==> src/rtl/counter_pkg.sv <==
// rtl/counter_pkg.sv - shared types and range-check helper for the up/down counter
//
// Purpose: counter mode enum and the clamp/wrap helper used by the counter's
// next-value logic. The helper works on a fixed 34-bit signed sum (enough
// for WIDTH up to 32 plus carry and sign) so one function serves every width.
// Ports: none (package).

package counter_pkg;

  typedef enum logic {
    CNT_WRAP = 1'b0,
    CNT_SAT  = 1'b1
  } cnt_mode_e;

  localparam int CNT_MAX_WIDTH = 32;

  typedef struct packed {
    logic [CNT_MAX_WIDTH-1:0] value;
    logic                     ovf;
    logic                     unf;
  } cnt_clamp_t;

  // Range-checks a signed sum against [0, ceil]. In wrap mode the low bits of
  // the two's-complement sum are already the value modulo 2**WIDTH once the
  // caller truncates to WIDTH; in saturate mode the result is pinned.
  function automatic cnt_clamp_t cnt_clamp(
    input logic signed [CNT_MAX_WIDTH+1:0] sum,
    input logic        [CNT_MAX_WIDTH-1:0] ceil,
    input cnt_mode_e                       mode
  );
    cnt_clamp_t r;
    r.ovf   = (sum > $signed({2'b00, ceil}));
    r.unf   = (sum < 34'sd0);
    r.value = sum[CNT_MAX_WIDTH-1:0];
    if (mode == CNT_SAT) begin
      if (r.ovf) begin
        r.value = ceil;
      end else if (r.unf) begin
        r.value = '0;
      end
    end
    return r;
  endfunction

endpackage

==> src/rtl/updown_counter_param.sv <==
// rtl/updown_counter_param.sv - parametrised up/down counter with wrap/saturate and status flags
//
// Purpose: counts up by incr and down by decr (netted in the same cycle), with
// wrap or saturate behaviour, overflow/underflow pulses, sticky status and
// zero/max indicators.
// Ports:
//   clk, rst_n            clock, synchronous active-low reset
//   reinit, initial_value load initial_value on the next edge (also reset value)
//   incr_valid, incr      unsigned increment operand
//   decr_valid, decr      unsigned decrement operand
//   clr_status            clear sticky flags
//   value, value_next     registered count, combinational next count
//   overflow, underflow   one-cycle pulses after an out-of-range update
//   overflow_sticky,
//   underflow_sticky      latched versions of the pulses
//   is_zero, is_max       decoded from the registered count

module updown_counter_param
  import counter_pkg::*;
#(
  parameter int        WIDTH      = 4,
  parameter int        INCR_WIDTH = 2,
  parameter int        DECR_WIDTH = 2,
  parameter cnt_mode_e MODE       = CNT_WRAP,
  parameter longint    MAX_VALUE  = (longint'(1) << WIDTH) - 1
) (
  input  logic                  clk,
  input  logic                  rst_n,
  input  logic                  reinit,
  input  logic [WIDTH-1:0]      initial_value,
  input  logic                  incr_valid,
  input  logic [INCR_WIDTH-1:0] incr,
  input  logic                  decr_valid,
  input  logic [DECR_WIDTH-1:0] decr,
  input  logic                  clr_status,
  output logic [WIDTH-1:0]      value,
  output logic [WIDTH-1:0]      value_next,
  output logic                  overflow,
  output logic                  underflow,
  output logic                  overflow_sticky,
  output logic                  underflow_sticky,
  output logic                  is_zero,
  output logic                  is_max
);

  if (WIDTH < 2 || WIDTH > CNT_MAX_WIDTH) begin : g_bad_width
    $error("updown_counter_param: WIDTH must be in 2..32");
  end
  if (INCR_WIDTH < 1 || INCR_WIDTH > WIDTH || DECR_WIDTH < 1 || DECR_WIDTH > WIDTH) begin : g_bad_opw
    $error("updown_counter_param: INCR_WIDTH/DECR_WIDTH must be in 1..WIDTH");
  end
  if (MAX_VALUE < 0 || MAX_VALUE > ((longint'(1) << WIDTH) - 1)) begin : g_bad_max
    $error("updown_counter_param: MAX_VALUE does not fit in WIDTH bits");
  end

  // In wrap mode the ceiling is the natural all-ones top of the register.
  localparam logic [WIDTH-1:0] CEIL = (MODE == CNT_SAT) ? WIDTH'(MAX_VALUE) : {WIDTH{1'b1}};

  logic [WIDTH-1:0] value_q, value_d;
  logic             overflow_q, overflow_d;
  logic             underflow_q, underflow_d;
  logic             ovf_sticky_q, ovf_sticky_d;
  logic             unf_sticky_q, unf_sticky_d;

  logic        [WIDTH+1:0] inc_w;
  logic        [WIDTH+1:0] dec_w;
  logic signed [WIDTH+1:0] sum;
  cnt_clamp_t              clamp;

  always_comb begin
    inc_w = '0;
    dec_w = '0;
    if (incr_valid) inc_w = {{(WIDTH+2-INCR_WIDTH){1'b0}}, incr};
    if (decr_valid) dec_w = {{(WIDTH+2-DECR_WIDTH){1'b0}}, decr};
    // Two extra bits hold the carry above the ceiling and the sign below zero,
    // so the range check sees the untruncated net result.
    sum   = $signed({2'b00, value_q}) + $signed(inc_w) - $signed(dec_w);
    clamp = cnt_clamp(34'(sum), 32'(CEIL), MODE);

    value_d     = WIDTH'(clamp.value);
    overflow_d  = clamp.ovf;
    underflow_d = clamp.unf;
    if (reinit) begin
      value_d     = initial_value;
      overflow_d  = 1'b0;
      underflow_d = 1'b0;
    end

    // A new event in the same cycle as a clear keeps the flag set.
    ovf_sticky_d = overflow_d  | (ovf_sticky_q & ~clr_status);
    unf_sticky_d = underflow_d | (unf_sticky_q & ~clr_status);
  end

  always_ff @(posedge clk) begin
    if (!rst_n) begin
      value_q      <= initial_value;
      overflow_q   <= 1'b0;
      underflow_q  <= 1'b0;
      ovf_sticky_q <= 1'b0;
      unf_sticky_q <= 1'b0;
    end else begin
      value_q      <= value_d;
      overflow_q   <= overflow_d;
      underflow_q  <= underflow_d;
      ovf_sticky_q <= ovf_sticky_d;
      unf_sticky_q <= unf_sticky_d;
    end
  end

  assign value            = value_q;
  assign value_next       = value_d;
  assign overflow         = overflow_q;
  assign underflow        = underflow_q;
  assign overflow_sticky  = ovf_sticky_q;
  assign underflow_sticky = unf_sticky_q;
  assign is_zero          = (value_q == '0);
  assign is_max           = (value_q == CEIL);

endmodule

==> config.mk <==
export PLATFORM = sky130hd
export DESIGN_NAME = updown_counter_param
export DESIGN_NICKNAME = d
export VERILOG_FILES = /design/src/rtl/counter_pkg.sv /design/src/rtl/updown_counter_param.sv
export SDC_FILE = /design/constraint.sdc
export NUM_CORES = 1
export LEC_CHECK = 0
export BUFFER_PORTS_ARGS = -buffer_cell sky130_fd_sc_hd__buf_2
export CAP_MARGIN = 10
export CORE_MARGIN = 2
export CORE_UTILIZATION = 39
export DETAILED_ROUTE_END_ITERATION = 7
export PLACE_DENSITY = 0.78
export RECOVER_POWER = 50
export SYNTH_ARGS = -nofsm -noshare
export SYNTH_HDL_FRONTEND = slang
export SYNTH_SLANG_ARGS = --single-unit
export TNS_END_PERCENT = 10
==> constraint.sdc <==
create_clock -name clk -period 3.4 [get_ports clk]
set_input_delay 0.85 -clock clk [delete_from_list [all_inputs] [get_ports clk]]
set_output_delay 0.85 -clock clk [all_outputs]
set_load 0.1 [all_outputs]
==> results.cfg <==
[run_status]
run_status = finished with violations
violations = setup timing

[worst_setup_path]
required_ns = 2.55
r2r_cells = 9
crit_path_end_kind = primary output
crit_arrival_ns = 2.81
critPathBufInv = 3
cp_max_fo = 2
crit_path_start_kind = input pin
r2r_start = value[1]
worstReg2RegEnd = overflow_sticky
critical_path.slowest_cell = fa_1
cp.depth = 10
critical_path_class = input pin to primary output
critPathMaxStageDelay_ns = 0.55
cp_cell_sequence = buf_6 > and2_4 > fa_1 > inv_2 > ha_4 > a21o_1 > a21oi_4 > xor2_2 > mux2_4 > buf_12
startpoint = decr_valid
setup.worst_path.end = value_next[3]
crit_family = adder cells
r2r_slack_ns = 1.05

[cells_and_area]
final_cells = 113
postLayoutCoreUtil = 0.6482
antenna_cells = 0
area_delta_synth_final_pct = 52.20
final_cell_mix = 15 x buf_2, 9 x nand2_1, 8 x clkbuf_1, 8 x dfxtp_1, 7 x inv_1
layout_commonest_cell = buf_2
drive_gt1_frac = 0.4184
fillers = 114
nets = 123

[logic_synthesis]
async_flop_share = 0
ys_seq_area_frac = 0.2819
synth_edf_count = 0
syn_area_sq_um = 568.0
synth_cells = 63
synth_nets = 86
yosys_warnings = 0
synthFlopType = dfxtp_1
synth_area_per_cell_sq_um = 9.017
synth-seq-cells = 8
ys_types = 23

[routing]
viasPerCell = 4.779
drc = 0
wl_microns = 1268
drtIter0Drc = 4
post_drt_wl_per_cell_microns = 11.22
vias = 540
ant_nets = 0
firstDrtPassIters = 3

[clocking]
htree_levels = 1
clk_pin_slew_worst_paths_ns = 0.06
cts_buffers = 3
cts_tree = done
cts-root-buf = clkbuf_4
cts.sinks = 8
clk_latency_ns = 0.26
cts_buffer_depth = 2

[pwr]
powerDensity_nw_per_um2 = 766.9
ir_worst_vdd_v = 0.0004739
clkPwrFrac = 0.116
power_frac_comb = 0.703
leakage_nw = 0.4267
seqPwrFrac = 0.180
internal_power_mw = 0.3018
switchingPower_mw = 0.3612
swShare = 0.5448

[timing]
fmax_ghz = 0.2733
tightest_slew_ns = 1.162
final-hold-violation-count = 0
slew_viol_final = 0
final.setup.worst_slack_ns = -0.2589
finalCritPeriodShare = 1.076
hold_ws_ns = 0.4521
relSlewSlack = 0.2290
setup_viol = 3
period_needed_ns = 3.659
rsz0062_at_grt = yes
skew_ns = 0.001345
setup_tns_ns = -0.6627

[floorplanning]
placementRows = 13
dieArea_sq_um = 1778
ios = 28
chipHeight_microns = 42.17
die_x_microns = 42.17
core-area_sq_um = 1334
initial_core_util = 0.4259

[global_routing]
grt_pass1_vias = 513
antenna_found_initial = 0
globalRouteTotalUtil = 0.1621
overflow = 0
grt_max_degree = 10
grt_pass1_wl_microns = 2166

[place]
detailed_place_hpwl_microns = 997.2
gp_congestion = 0.8404
io_buffers = 27
placed_cells = 107

[run]
cap_violations = 0

[min_path]
hold_class = flip-flop to flip-flop
hp-start = overflow_sticky
-- synthesized netlist by cell type (2+ instances only) --
master	n	area [sq um]
and2_1	2	12.51
dfxtp_1	8	160.2
fa_1	2	40.04
ha_1	7	87.58
inv_1	8	30.03
mux2_2	3	33.78
nand2_1	9	33.78
nand2b_1	2	12.51
nor2_1	3	11.26
nor2b_1	2	12.51
o21ai_0	5	25.02
-- power by group through the flow --
stage | registers [mW] | logic [mW] | clock network (mW)
after floorplan | 0.227 | 0.222 | 0
after global placement | 0.120 | 0.427 | 0
after detailed placement | 0.121 | 0.434 | 0
after CTS | 0.119 | 0.446 | 0.0793
after global routing | 0.122 | 0.495 | 0.0844
final | 0.120 | 0.466 | 0.0772
-- what timing repair did --
action / 4_1_cts / 5_1_grt
endpoints found under the hold margin: 0 / 0
hold buffers: 0 / 0
buffers inserted: 1 / 2
pin swaps: 6 / 5
gates resized for setup: 3 / 4
cloned: 0 / 0
endpoints found under the setup margin: 3 / 3
-- worst min path at each step --
stage	endpoint	slack, ns	depth (start not counted)
finish	overflow_sticky	0.45	2
global route	overflow_sticky	0.48	2
CTS	overflow_sticky	0.45	2
detailed placement	overflow_sticky	0.44	2
global placement	overflow_sticky	0.43	2
floorplan	overflow_sticky	0.87	2
-- cell families after synthesis --
family          after synthesis  share of synthesized area
simple gates                 20                     0.1696
mux                           4                    0.07929
fa+ha+maj                     9                     0.2247
flops                         8                     0.2819
xor+xnor                      3                    0.05948
buf+inv                       9                    0.06609
compound gates               10                     0.1189
-- metal layers --
layer / vias to the layer above / global-route usage / part of all wire
met5: - / 0 / 0
met4: 0 / 0.1125 / 0.036
met3: 4 / 0.01724 / 0.056
met2: 21 / 0.2646 / 0.47
met1: 240 / 0.1963 / 0.43
li1: 275 / - / -
-- area by class of cell --
cell class	instances	area, sq um	share of cell area
multi-input cells	46	411.6	0.4761
repair buffers	33	221.5	0.2562
flip-flops and latches	8	160.2	0.1852
inverters	8	30.03	0.03473
clock buffers	3	22.52	0.02605
well taps	15	18.77	0.02171
-- state kept, by name, summed over array words and instances, names as in the netlist --
name	count
underflow	1
value	4
overflow	1
overflow_sticky	1
underflow_sticky	1
-- stage by stage --
step | setup slack [ns] | instance area, sq um | total power, mW
after floorplan | -0.5675 | 580.6 | 0.4489
after global placement | -0.2935 | 794.5 | 0.5473
after detailed placement | -0.3305 | 794.5 | 0.5551
after CTS | -0.2676 | 837.1 | 0.6437
after global routing | -0.3386 | 864.6 | 0.7009
final | -0.2589 | 864.6 | 0.6630
-- worst min-delay path: stages, from the launching register on --
cell	delay [ns]
dfxtp_1	0.31
nand2_1	0.05
o21ai_1	0.05
(Power assumes the default switching activity.)
